**src/rtl/lfsr_rr_server.sv**
```systemverilog
// Round-robin server handing fresh 8-bit Fibonacci LFSR words (taps 7,5,4,3) to N requesters.
// Define LFSR_RR_SERVER_SEED_EN to add the SEED_VALID/SEED/SEED_READY seed-load path.
module lfsr_rr_server #(
    parameter int unsigned N     = 4,
    parameter int unsigned STEPS = 8,
    parameter logic [7:0]  INIT  = 8'h01
) (
    input  logic         CLK,
    input  logic         ASYNCRESET,
    input  logic [N-1:0] REQ,
    output logic [N-1:0] GNT,
    output logic         VALID,
    output logic [7:0]   DATA,
    input  logic         ACK,
    output logic         BUSY
`ifdef LFSR_RR_SERVER_SEED_EN
    ,
    input  logic         SEED_VALID,
    input  logic [7:0]   SEED,
    output logic         SEED_READY
`endif
);

    localparam int unsigned IDX_W = (N > 1) ? $clog2(N) : 1;

    typedef enum logic [1:0] {
        S_IDLE,
        S_STEP,
        S_DELIVER
    } state_e;

    state_e           state_q, state_d;
    logic [7:0]       lfsr_q,  lfsr_d;
    logic [3:0]       cnt_q,   cnt_d;
    logic [IDX_W-1:0] ptr_q,   ptr_d;
    logic [IDX_W-1:0] gidx_q,  gidx_d;
    logic [N-1:0]     gnt_q,   gnt_d;
    logic             valid_q, valid_d;
    logic [7:0]       data_q,  data_d;

    logic [7:0]       lfsr_next;
    logic             rr_found;
    logic [IDX_W-1:0] rr_pick;
    logic [IDX_W-1:0] rr_cand;
    logic [IDX_W-1:0] ptr_inc;
    logic             seed_load;
    logic [7:0]       seed_value;

`ifdef LFSR_RR_SERVER_SEED_EN
    // A zero seed would lock the LFSR at zero forever, so INIT stands in for it.
    assign seed_load  = SEED_VALID;
    assign seed_value = (SEED == 8'h00) ? INIT : SEED;
    assign SEED_READY = (state_q == S_IDLE);
`else
    assign seed_load  = 1'b0;
    assign seed_value = INIT;
`endif

    assign lfsr_next = {lfsr_q[6:0], lfsr_q[7] ^ lfsr_q[5] ^ lfsr_q[4] ^ lfsr_q[3]};
    assign ptr_inc   = (gidx_q == IDX_W'(N - 1)) ? '0 : gidx_q + 1'b1;

    // First set request at or after the pointer, wrapping modulo N.
    always_comb begin
        rr_found = 1'b0;
        rr_pick  = '0;
        rr_cand  = '0;
        for (int i = 0; i < int'(N); i++) begin
            rr_cand = IDX_W'((int'(ptr_q) + i) % int'(N));
            if (!rr_found && REQ[rr_cand]) begin
                rr_found = 1'b1;
                rr_pick  = rr_cand;
            end
        end
    end

    // NOTE: every variable gets its hold value first, so no path leaves one unassigned and no latch is inferred.
    always_comb begin
        state_d = state_q;
        lfsr_d  = lfsr_q;
        cnt_d   = cnt_q;
        ptr_d   = ptr_q;
        gidx_d  = gidx_q;
        gnt_d   = gnt_q;
        valid_d = valid_q;
        data_d  = data_q;

        unique case (state_q)
            S_IDLE: begin
                if (seed_load) begin
                    lfsr_d = seed_value;
                end else if (rr_found) begin
                    gnt_d   = N'(1) << rr_pick;
                    gidx_d  = rr_pick;
                    cnt_d   = '0;
                    state_d = S_STEP;
                end
            end
            S_STEP: begin
                lfsr_d = lfsr_next;
                cnt_d  = cnt_q + 4'd1;
                // The last shift and the word capture share one edge, giving a STEPS+2 cycle period.
                if (cnt_q == 4'(STEPS - 1)) begin
                    data_d  = lfsr_next;
                    valid_d = 1'b1;
                    state_d = S_DELIVER;
                end
            end
            S_DELIVER: begin
                if (ACK) begin
                    valid_d = 1'b0;
                    gnt_d   = '0;
                    ptr_d   = ptr_inc;
                    state_d = S_IDLE;
                end
            end
            default: state_d = S_IDLE;
        endcase
    end

    // NOTE: state flops use non-blocking assignments so every flop samples the pre-edge values.
    // NOTE: every flop is reset, including DATA, so outputs drop to zero without waiting for CLK.
    always_ff @(posedge CLK or posedge ASYNCRESET) begin
        if (ASYNCRESET) begin
            state_q <= S_IDLE;
            lfsr_q  <= INIT;
            cnt_q   <= '0;
            ptr_q   <= '0;
            gidx_q  <= '0;
            gnt_q   <= '0;
            valid_q <= 1'b0;
            data_q  <= 8'h00;
        end else begin
            state_q <= state_d;
            lfsr_q  <= lfsr_d;
            cnt_q   <= cnt_d;
            ptr_q   <= ptr_d;
            gidx_q  <= gidx_d;
            gnt_q   <= gnt_d;
            valid_q <= valid_d;
            data_q  <= data_d;
        end
    end

    assign GNT   = gnt_q;
    assign VALID = valid_q;
    assign DATA  = data_q;
    assign BUSY  = (state_q != S_IDLE);

endmodule

```
**config.mk**
```make
export PLATFORM = sky130hd
export DESIGN_NAME = lfsr_rr_server
export DESIGN_NICKNAME = d
export VERILOG_FILES = /design/src/rtl/lfsr_rr_server.sv
export SDC_FILE = /design/constraint.sdc
export NUM_CORES = 1
export LEC_CHECK = 0
export CAP_MARGIN = 5
export CORE_UTILIZATION = 40
export CTS_BUF_LIST = sky130_fd_sc_hd__clkbuf_2 sky130_fd_sc_hd__clkbuf_4 sky130_fd_sc_hd__clkbuf_8
export DETAILED_ROUTE_END_ITERATION = 6
export PLACE_DENSITY_LB_ADDON = 0.15
export SYNTH_ARGS = -nofsm -noshare
export SYNTH_HDL_FRONTEND = slang
export SYNTH_SLANG_ARGS = --single-unit
export TNS_END_PERCENT = 30
```
**constraint.sdc**
```tcl
create_clock -name CLK -period 2.33 [get_ports CLK]
set_clock_uncertainty 0.2 [all_clocks]
set_input_delay 0.3495 -clock CLK [delete_from_list [all_inputs] [get_ports CLK]]
set_output_delay 0.3495 -clock CLK [all_outputs]
set_load 0.02 [all_outputs]
```
== Word level (Yosys, flattened, before mapping) ==
Cells that the tools add are included.
Word-level totals
  flip-flop bits (word level): 31
  input bits: 7
  output and inout bits: 14
  word-level logic and storage cells: 75
Operators by class
  add/sub/neg operators: 5
  $lt $le $gt $ge: 4
  eq/ne operators: 7
  shifts and indexed selects: 1
  mux-type cells: 29
  bitwise gates (word level): 3
  reductions and logical operators: 18
Operators by type and width (count)
  two-way mux 2 bit: 8
  case mux 4 bit (2 select lines): 2
  less-than comparator 2 x 3 -> 1 bit (second input constant): 4
  two-way mux 4 bit: 3
  two-way mux 1 bit: 10
  AND reduction 3 bit: 3
  binary-select mux 1 bit (select 2 bit): 4
  AND reduction 2 bit: 4
  nonzero test 2 bit: 4
  inequality test 2 bit (second input constant): 3
  case mux 2 bit (3 select lines): 1
  adder 2 x 1 -> 2 bit (second input constant): 2
  adder 2 bit (second input constant): 2
  adder 4 x 1 -> 4 bit (second input constant): 1
  equality test 2 bit (second input constant): 2
  equality test 4 x 3 -> 1 bit (second input constant): 1
  left shift 1 x 2 -> 4 bit (first input constant): 1
  logical AND 1 bit: 3
  logical NOT 1 bit: 3
  XOR 1 bit: 3
  equality test 2 x 1 -> 1 bit (second input constant): 1
  logical NOT 2 bit: 1
  case mux 1 bit (2 select lines): 1

== Depth between registers and ports, before layout ==
Gate-level depths: netlist of the first run.
  depth after elaboration: 15
  depth in mapped cells: 6
  mapped depth without buffers: 5

== Worst setup path after synthesis of the first run ==
Ideal clock, no wire load.
  kind: reg2reg
  from: register state_q[1]
  to: register data_q[1] (netlist: DATA[1])
  library setup time: 0.128 ns
  data arrival time: 1.290 ns
  data required time: 2.002 ns
  path slack: 0.713 ns
  stages on the path, launching flop included: 5
  buffers on the path: 1
  clock period less this slack: 1.617 ns
  path through: dfrtp_1 -> nand2b_1 -> nor3_2 -> buf_4 -> mux2_1
On the way
  longest elaborated chain between the ends: 2
RTL lines
  start: declaration: RTL line 32  | state_e state_q, state_d;
  start signal: assignment: RTL line 133  | state_q <= state_d;
  equality test 2 x 1 -> 1 bit: RTL line 87  | unique case (state_q)
  AND reduction 2 bit (no line)
  end signal: assignment: RTL line 140  | data_q <= data_d;
  end: declaration: RTL line 39  | logic [7:0] data_q, data_d;
Every way passes these cells.
A chain may end at the register's enable or synchronous reset.

== Worst setup path after layout of the first run ==
  from: register state_q[0]
  to: output BUSY
On the way
  longest elaborated chain between the ends: 1
RTL lines
  nonzero test 2 bit: RTL line 147  | assign BUSY = (state_q != S_IDLE);
  end: declaration: RTL line 15  | output logic BUSY
Every way passes these cells.

==> run summary, run 1 <==
Hold_ws: 0.1927 ns
Grt ovf: 0
Synth Instances: 111
Worst Path Arrival: 1.59 ns
DIE HEIGHT: 61.11 µm
Reg area: 777.0 µm²
Wirelength per Cell: 13.18 µm
Overall Global Routing Usage: 15.45%
Slowest stage delay, CP: 0.54 ns
Critical Path RT: 1.78 ns
Max-Cap Viols: 0
I/O pin count: 21
Fillcell total: 313
Vias in the first global route: 948
Max-slew violations: 0
FFs w/ async S/R, synth: 100.0%
Post-CTS Resized: 0
DR iter-0 viols: 18
Detail Route Antenna Nets: 0
Initial antenna violation count: 0
Setup TNS: 0 ns
Num rows: 21
Remaining DRCs: 0
Mapped Area: 1398 µm²
Vias per cell: 4.957
Via count: 922
Final Setup Violations: 0
Category of the most critical setup path: reg -> out
DPL Wire Length: 1776 µm
Clk_lat worst skew: 0.33 ns
TritonRoute pass-1 iters: 4
Peak VDD IR: 0.4525 mV
Syn_nets: 120
Number of synthesized flops with an enable pin: 0
Die Wd: 61.11 µm
# diodes: 0
Worst min-delay path category: in -> async
H-tree depth: 2
CTS Buf Count: 5
Crit end category: output pin
Post-CTS setup buffers: 0
Routability cong.: 0.7088
Multi-input logic area: 581.8 µm²
Least-Margin Pin Slew: 0.3854 ns
Full die area: 3734 µm²
Layout cell share with drive strength beyond 1: 22.14%
Starting Density: 41.88%
CTS root buffer: clkbuf_4
CP Cell Sequence: or2_1 -> clkdlybuf4s50_1
P&R area growth vs syn: 23.81%
Register area share after synthesis: 55.60%
Max Freq: 0.4677 GHz
CP Launch Type: flop
Sink Count: 31
Clock slew at reported path FFs: 0.10 ns
Synth Flop Type: dfrtp_1
Detailed Route WL: 2452 µm
Avg Inst Size Synth: 12.59 µm²
CTS Hold Bufs: 0
Unrepaired setup endpoints after global routing: false
Min Clock Period, post-route: 2.138 ns
Period utilization: 91.76%
Leak: 0.8013 nW
Core box area: 3337 µm²
Distinct cells, synth: 38
Max transition margin: 74.31%
CP max stage cell: clkdlybuf4s50_1
CTS max path bufs: 2
Largest net degree at the start of global routing: 32
#FFs+latches synth: 31
First-pass GRT wire length: 4071 µm
CTS tree: built
Yosys warns: 0
Critical path fanouts, max: 7
Pwr dens: 1037 nW/µm²
I/O Buffers: 20
Hold Vio Cnt, Final: 0
Nets: 148
Status: complete, no violations
[Yosys cell counts, drive strengths merged, types with 2 or more instances]
cell | instances | area [µm²]
or2 | 2 | 12.52
xnor2 | 3 | 26.28
nand2b | 5 | 38.78
nor3 | 3 | 25.02
a32o | 2 | 20.02
nand2 | 7 | 26.28
mux2i | 2 | 20.02
a21o | 2 | 15.01
o21ai | 5 | 28.77
o31ai | 3 | 22.52
ha | 2 | 25.02
inv | 3 | 11.26
nand3 | 4 | 25.02
nor2 | 5 | 18.77
mux2 | 15 | 168.9
dfrtp | 30 | 750.7
buf | 3 | 27.52
a21oi | 4 | 20.02
[through the flow]
stage               util, %  power [mW]  worst slack, ns  cells  instance area, µm²
floorplan                 -       1.249           0.7129    111                1398
global placement      49.68       1.436           0.1843    178                1658
detailed placement    49.68       1.455           0.1334    178                1658
CTS                   51.86       1.819           0.1815    186                1730
global route          51.86       1.930          0.09836    186                1730
finish                51.86       1.794           0.1920    186                1730
[logic make-up after synthesis]
logic type / count (synthesis) / share of synthesized area [%]
compound gates: 19 / 9.668
simple gates: 32 / 14.15
buf+inv: 6 / 2.775
mux: 17 / 13.52
flops: 31 / 55.60
xor+xnor: 4 / 2.507
fa+ha+maj: 2 / 1.790
[critical path, delay by kind of cell, from the launching register on]
kind | cells | cell delay, ns
simple gates | 1 | 0.27
buf+inv | 1 | 0.54
flops | 1 | 0.46
[path summary, 6_finish.rpt]
| check | from | to | slack [ns] | depth (start not counted) |
|---|---|---|---|---|
| min reg2reg | VALID$_DFFE_PP0P_ | VALID$_DFFE_PP0P_ | 0.29 | 1 |
| max in group asynchronous | ASYNCRESET | lfsr_q[0]$_DFFE_PP1P_ | 1.42 | 3 |
| min | ASYNCRESET | VALID$_DFFE_PP0P_ | 0.19 | 3 |
| min in group CLK | VALID$_DFFE_PP0P_ | VALID$_DFFE_PP0P_ | 0.29 | 1 |
| max reg2reg | cnt_q[0]$_DFFE_PP0P_ | DATA[4]$_DFFE_PP0P_ | 0.61 | 5 |
| max | state_q[0]$_DFFE_PP0P_ | BUSY | 0.19 | 2 |
[cell usage in the layout (no fill, tap or decap), types with 2 or more instances in the layout]
cell type        instances
nand2_1                  7
o21ai_0                  3
mux2_1                   6
xnor2_1                  3
inv_1                    3
nor3_2                   2
mux2i_1                  2
a21o_1                   2
a21oi_1                  4
clkdlybuf4s50_1         20
nor2_1                   5
dfrtp_1                 30
nand3_1                  3
o31ai_1                  3
mux2_2                   9
a32o_1                   2
clkbuf_4                 5
nand2b_1                 4
ha_1                     2
clkbuf_8                 2
buf_4                    4
[power by group]
part	internal (mW)	leakage, nW	switching, mW
registers	0.657	0.405	0.107
logic	0.332	0.359	0.338
clock network	0.176	0.0375	0.185
[layout make-up]
class / count / area share, %
flip-flops and latches: 31 / 44.90
multi-input cells: 74 / 33.62
repair buffers: 24 / 13.30
clock buffers: 7 / 3.760
well taps: 46 / 3.326
inverters: 3 / 0.6508
clock inverters: 1 / 0.4338
[registers in the layout, indices dropped and copies added (netlist names)]
register	cells
VALID	1
GNT	4
gidx_q	2
DATA	8
state_q	2
lfsr_q	8
cnt_q	4
ptr_q	2
[layer usage]
| metal | global-route usage (%) | share of wire (%) | vias to the layer above |
|---|---|---|---|
| li1 | - | - | 448 |
| met1 | 17.81 | 43 | 452 |
| met2 | 25.78 | 50 | 17 |
| met3 | 5.672 | 4.5 | 5 |
| met4 | 6.818 | 1.9 | 0 |
| met5 | 0 | 0 | - |
Note: power is estimated with default switching activity, not from simulation.
==> inputs of run 2 (changes only) <==
Settings changed: CORE_ASPECT_RATIO set to 2.
==> run 2 against run 1 <==
Net effect:
- the run now ends with DRC left
- clock power up 51%
- sequential share of layout area down 0.51 points
- fmax up 2.0%
- worst setup slack better by 0.043 ns
- combinational power down 0.6%
- sequential power about the same
- register-to-register slack worse by 0.13 ns
- hold slack better by 0.052 ns
- final cell count down 8.1%
==> run summary, run 2 (synthesis gave the netlist of run 1 again) <==
CP max stage cell: clkdlybuf4s50_1 (unchanged)
Crit end category: output pin (unchanged)
H-tree depth: 2 (unchanged)
Status: finished with violations (was complete, no violations)
Most frequent cells in the layout: dfrtp_1 (30), clkdlybuf4s50_1 (20), mux2_2 (9) (unchanged)
Initial antenna violation count: 0 (unchanged)
Wirelength per Cell: 15.19 µm (was 13.18 µm)
Placed cell count: 163 (was 178)
CP Launch Type: flop (unchanged)
Worst min-delay path category: in -> async (unchanged)
Worst Path Arrival: 1.55 ns (was 1.59 ns)
Critical Path RT: 1.78 ns (about the same)
Switching power: 646.0 µW (was 629.5 µW)
Slowest stage delay, CP: 0.54 ns (about the same)
Vias per cell: 5.468 (was 4.957)
Post-CTS Resized: 0 (unchanged)
P&R area growth vs syn: 25.25% (was 23.81%)
Layout cell share with drive strength beyond 1: 21.58% (was 22.14%)
Most common cell after layout, fill and taps aside: dfrtp_1 (unchanged)
Leak: 0.8195 nW (was 0.8013 nW)
Share of total power in combinational logic: 33.7% (was 37.3%)
Critical path fanouts, max: 7 (unchanged)
Grt ovf: 0 (unchanged)
CTS root buffer: clkbuf_8 (was clkbuf_4)
Final Setup Violations: 0 (unchanged)
Routability cong.: 0.7493 (was 0.7088)
Clock slew at reported path FFs: 0.07 ns (was 0.10 ns)
First-pass GRT wire length: 4457 µm (was 4071 µm)
Full die area: 3748 µm² (was 3734 µm²)
Peak VDD IR: 0.6400 mV (was 0.4525 mV)
Switching share of power: 32.71% (was 35.09%)
Clk_lat worst skew: 0.28 ns (was 0.33 ns)
Period utilization: 89.92% (was 91.76%)
Unrepaired setup endpoints after global routing: false (unchanged)
Max-Cap Viols: 0 (unchanged)
TritonRoute pass-1 iters: 6 (was 4)
Core box area: 3378 µm² (was 3337 µm²)
Failing checks: DRC
CTS Hold Bufs: 0 (unchanged)
Starting Density: 41.37% (was 41.88%)
CTS max path bufs: 2 (unchanged)
CTS Buf Count: 5 (unchanged)
Nets: 147 (was 148)
Detailed Route WL: 2597 µm (was 2452 µm)
DPL Wire Length: 1861 µm (was 1776 µm)
Overall Global Routing Usage: 16.33% (was 15.45%)
CTS tree: built (unchanged)
Fin util: 51.81% (was 51.86%)
Max-slew violations: 0 (unchanged)
I/O Buffers: 20 (unchanged)
Die Wd: 43.80 µm (was 61.11 µm)
Largest net degree at the start of global routing: 32 (unchanged)
Category of the most critical setup path: reg -> out (unchanged)
DIE HEIGHT: 85.59 µm (was 61.11 µm)
Final Non-Filler Cells: 171 (was 186)
I/O pin count: 21 (unchanged)
Hold Vio Cnt, Final: 0 (unchanged)
Num rows: 30 (was 21)
Pwr dens: 1128 nW/µm² (was 1037 nW/µm²)
Sink Count: 31 (unchanged)
Via count: 935 (was 922)
Max Freq: 0.4773 GHz (was 0.4677 GHz)
# diodes: 0 (unchanged)
Sequential share of power: 38.8% (was 42.6%)
Detail Route Antenna Nets: 0 (unchanged)
Remaining DRCs: 2 (was 0)
Int Power: 1.329 mW (was 1.164 mW)
Min Clock Period, post-route: 2.095 ns (was 2.138 ns)
CP Cell Sequence: or2_1 -> clkdlybuf4s50_1 (unchanged)
Max transition margin: 74.04% (was 74.31%)
Vias in the first global route: 962 (was 948)
Worst reg2reg startpoint: cnt_q[0]$_DFFE_PP0P_ (unchanged)
Total power: 1.975 mW (was 1.794 mW)
Post-CTS setup buffers: 0 (unchanged)
Least-Margin Pin Slew: 0.3868 ns (was 0.3854 ns)
Setup TNS: 0 ns (unchanged)
Critical path origin: state_q[0]$_DFFE_PP0P_ (unchanged)
DR iter-0 viols: 15 (was 18)
Clock power frac: 27.5% (was 20.1%)
Register-to-Register Path Depth: 5 (unchanged)
## run 2: changes by cell type in the layout (fill, tap and decap cells not counted), sizes merged
cell	delta
buf	-1
bufinv	+1
clkbuf	-1
clkinv	+1
clkinvlp	-1
## run 2: path summary, 6_finish.rpt
kind                       slack [ns]                    end
max in group asynchronous        1.37  lfsr_q[0]$_DFFE_PP1P_
hold reg to reg                  0.29    DATA[7]$_DFFE_PP0P_
setup reg to reg                 0.48    DATA[2]$_DFFE_PP0P_
min in group CLK                 0.29    DATA[7]$_DFFE_PP0P_
hold / removal                   0.24      VALID$_DFFE_PP0P_
setup / recovery                 0.23                   BUSY
## run 2: final cells by class
class,instances,area [µm²]
well taps,32,40.04
fillers,306,1628
clock inverters,2,35.03
clock buffers,6,82.58
multi-input cells,74,581.8
inverters,3,11.26
repair buffers,23,222.7
flip-flops and latches,31,777.0
## run 2: stage by stage
step,hold slack (ns),area [µm²],setup slack [ns]
after floorplan,0.2523,1398,0.7129
after global placement,0.2673,1633,0.1817
after detailed placement,0.2798,1633,0.1350
after CTS,0.2586,1750,0.2221
after global routing,0.3034,1750,0.1711
final,0.2448,1750,0.2349
## run 2: worst max-delay path: cells and delay by family (launching register included)
kind	cells	cell delay [ns]
AND/OR/NAND/NOR	1	0.28
buffers and inverters	1	0.54
flip-flops	1	0.45
## run 2: layer usage
metal / up-vias / routed length (µm) / global-route usage [%]
li1: 444 / - / -
met1: 466 / 1044 / 18.42
met2: 20 / 1398 / 27.14
met3: 5 / 93 / 4.421
met4: 0 / 60 / 8.523
met5: - / 0 / 0
## run 2: power groups by stage
stage	logic (mW)	registers (mW)	clock network, mW
after floorplan	0.447	0.802	0
after global placement	0.657	0.770	0
after detailed placement	0.673	0.776	0
after CTS	0.676	0.765	0.558
after global routing	0.740	0.783	0.582
final	0.665	0.767	0.544
==> inputs of run 3 (changes only) <==
Settings changed: CORE_ASPECT_RATIO 2 to 1.2, DONT_BUFFER_PORTS set to 1.
==> run 3 against run 2 <==
Net effect:
- the run now ends clean
- sequential share of layout area is 5.9 points higher
- power is 11% lower
- critical endpoint is now GNT[2]$_DFFE_PP0P_
- fmax grew 23%
- critical path depth is 2 higher
- utilization down 5.6 points
- flip-flop and latch count did not move
- clock power is 20% lower
- largest cell class unchanged
==> run summary, run 3 (synthesis gave the netlist of run 1 again) <==
Status: complete, no violations (was finished with violations)
Least-Margin Pin Slew: 0.3875 ns (was 0.3868 ns)
Worst reg2reg startpoint: state_q[0]$_DFFE_PP0P_ (was cnt_q[0]$_DFFE_PP0P_)
Vias in the first global route: 883 (was 962)
Int Power: 1.145 mW (was 1.329 mW)
Hold_sp: REQ[3]
Pwr dens: 1134 nW/µm² (was 1128 nW/µm²)
Layout cell share with drive strength beyond 1: 25.00% (was 21.58%)
Max-Cap Viols: 0 (unchanged)
Worst Hold Path EP: GNT[0]$_DFFE_PP0P_
Starting Density: 41.87% (was 41.37%)
P&R area growth vs syn: 10.47% (was 25.25%)
First-pass GRT wire length: 3974 µm (was 4457 µm)
Sequential share of power: 46.8% (was 38.8%)
Reg area: 777.0 µm² (unchanged)
Clock power frac: 24.8% (was 27.5%)
Max Freq: 0.5864 GHz (was 0.4773 GHz)
Routability cong.: 0.7148 (was 0.7493)
DIE HEIGHT: 66.75 µm (was 85.59 µm)
# diodes: 0 (unchanged)
Via count: 833 (was 935)
CP Cell Sequence: or2_1 -> nand2b_4 -> nor3_2 -> a32o_1 (was or2_1 -> clkdlybuf4s50_1)
Critical path fanouts, max: 11 (was 7)
Full die area: 3735 µm² (was 3748 µm²)
Worst hold path depth: 3
Sink Count: 31 (unchanged)
Initial antenna violation count: 0 (unchanged)
Largest net degree at the start of global routing: 32 (unchanged)
Fillcell total: 324 (was 306)
CTS root buffer: clkbuf_8 (unchanged)
Crit end category: flop (was output pin)
Unrepaired setup endpoints after global routing: false (unchanged)
I/O pin count: 21 (unchanged)
Switching power: 605.6 µW (was 646.0 µW)
CTS tree: built (unchanged)
Min Clock Period, post-route: 1.705 ns (was 2.095 ns)
Register-to-Register Path Depth: 4 (was 5)
Peak VDD IR: 0.6210 mV (was 0.6400 mV)
CTS max path bufs: 2 (unchanged)
Hold Vio Cnt, Final: 0 (unchanged)
CP max stage cell: dfrtp_1 (was clkdlybuf4s50_1)
I/O Buffers: 0 (was 20)
Critical Path RT: 2.35 ns (was 1.78 ns)
Most common cell after layout, fill and taps aside: dfrtp_1 (unchanged)
Max-slew violations: 0 (unchanged)
Pre-CTS setup slack: 0.6255 ns (was 0.1350 ns)
Grt ovf: 0 (unchanged)
Clock slew at reported path FFs: 0.06 ns (was 0.07 ns)
Worst Path Arrival: 1.72 ns (was 1.55 ns)
Register-to-register setup slack: 0.62 ns (was 0.48 ns)
Switching share of power: 34.59% (was 32.71%)
CTS Buf Count: 5 (unchanged)
CP Launch Type: flop (unchanged)
Leak: 0.7401 nW (was 0.8195 nW)
R2R Path End: GNT[2]$_DFFE_PP0P_ (was DATA[2]$_DFFE_PP0P_)
DPL Wire Length: 1620 µm (was 1861 µm)
Period utilization: 73.18% (was 89.92%)
Setup TNS: 0 ns (unchanged)
DR iter-0 viols: 39 (was 15)
Die Wd: 55.96 µm (was 43.80 µm)
Hold_ws: 0.1769 ns (was 0.2448 ns)
Post-route worst setup slack: 0.6248 ns (was 0.2349 ns)
Multi-input logic area: 581.8 µm² (unchanged)
Critical path origin: state_q[0]$_DFFE_PP0P_ (unchanged)
Worst min-delay path category: in -> reg (was in -> async)
Post-CTS Resized: 0 (unchanged)
Core box area: 3338 µm² (was 3378 µm²)
Clk_lat worst skew: 0.28 ns (about the same)
Nets: 128 (was 147)
Slowest stage delay, CP: 0.45 ns (was 0.54 ns)
Num rows: 23 (was 30)
Detailed Route WL: 2289 µm (was 2597 µm)
Max transition margin: 74.17% (was 74.04%)
TritonRoute pass-1 iters: 4 (was 6)
H-tree depth: 2 (unchanged)
Most frequent cells in the layout: dfrtp_1 (30), mux2_2 (9), nand2_1 (7) (was dfrtp_1 (30), clkdlybuf4s50_1 (20), mux2_2 (9))
CP top delay family: simple AND/OR/NAND/NOR gates (was buffers and inverters)
Category of the most critical setup path: reg -> reg (was reg -> out)
Overall Global Routing Usage: 14.56% (was 16.33%)
Vias per cell: 5.306 (was 5.468)
WP buf/inv: 0 (was 1)
Wirelength per Cell: 14.58 µm (was 15.19 µm)
Share of total power in combinational logic: 28.5% (was 33.7%)
Final Setup Violations: 0 (unchanged)
Remaining DRCs: 0 (was 2)
Detail Route Antenna Nets: 0 (unchanged)
## run 3: cell count changes in the layout (fill, tap and decap cells not counted), sizes merged
cell           previous run  this run
bufinv                    1         0
clkbuf                    6         7
clkdlybuf4s50            20         0
dlygate4sd3               0         1
## run 3: worst reg2reg max path, stage by stage (launching register included)
cell      delay, ns
dfrtp_1        0.45
or2_1          0.35
nand2b_4       0.23
nor3_2         0.26
a32o_1         0.15
## run 3: layout make-up
class | count | share of cell area [%]
clock buffers | 7 | 5.835
clock inverters | 1 | 0.3241
inverters | 3 | 0.7293
multi-input cells | 74 | 37.68
flip-flops and latches | 31 | 50.32
well taps | 37 | 2.998
repair buffers | 4 | 2.107
## run 3: how the worst max path moves through the flow
| stage | cells past startpoint | slack, ns | endpoint |
|---|---|---|---|
| finish | 4 | 0.62 | GNT[2]$_DFFE_PP0P_ |
| global route | 4 | 0.54 | GNT[3]$_DFFE_PP0P_ |
| CTS | 4 | 0.61 | GNT[2]$_DFFE_PP0P_ |
| detailed placement | 4 | 0.63 | GNT[2]$_DFFE_PP0P_ |
| global placement | 4 | 0.65 | GNT[3]$_DFFE_PP0P_ |
| floorplan | 4 | 0.71 | DATA[1]$_DFFE_PP0P_ |
## run 3: timing repair
| item | 4_1_cts | 5_1_grt |
|---|---|---|
| hold endpoints to repair | 30 | 0 |
| endpoints found under the setup margin | 0 | 0 |
| buffers inserted | 0 | 0 |
| hold buffers | 1 | 0 |
## run 3: layer usage
| metal | wire length [µm] | vias to the layer above | track usage [%] |
|---|---|---|---|
| li1 | - | 407 | - |
| met1 | 981 | 405 | 15.51 |
| met2 | 1157 | 19 | 23.81 |
| met3 | 124 | 2 | 7.379 |
| met4 | 25 | 0 | 7.317 |
| met5 | 0 | - | 0 |
## run 3: power groups by stage
stage | Clock, mW | Combinational, mW | Sequential, mW
6_report | 0.433 | 0.499 | 0.819
5_1_grt | 0.474 | 0.561 | 0.839
4_1_cts | 0.454 | 0.514 | 0.821
3_5_place_dp | 0 | 0.511 | 0.831
3_3_place_gp | 0 | 0.499 | 0.826
2_1_floorplan | 0 | 0.447 | 0.802
## run 3: through the flow
step                cell area (µm²)  total power [mW]  utilization [%]  std cells
detailed placement             1439             1.341            43.10        148
floorplan                      1398             1.249                -        111
CTS                            1544             1.790            46.25        157
global route                   1544             1.875            46.25        157
finish                         1544             1.751            46.25        157
global placement               1439             1.325            43.10        148
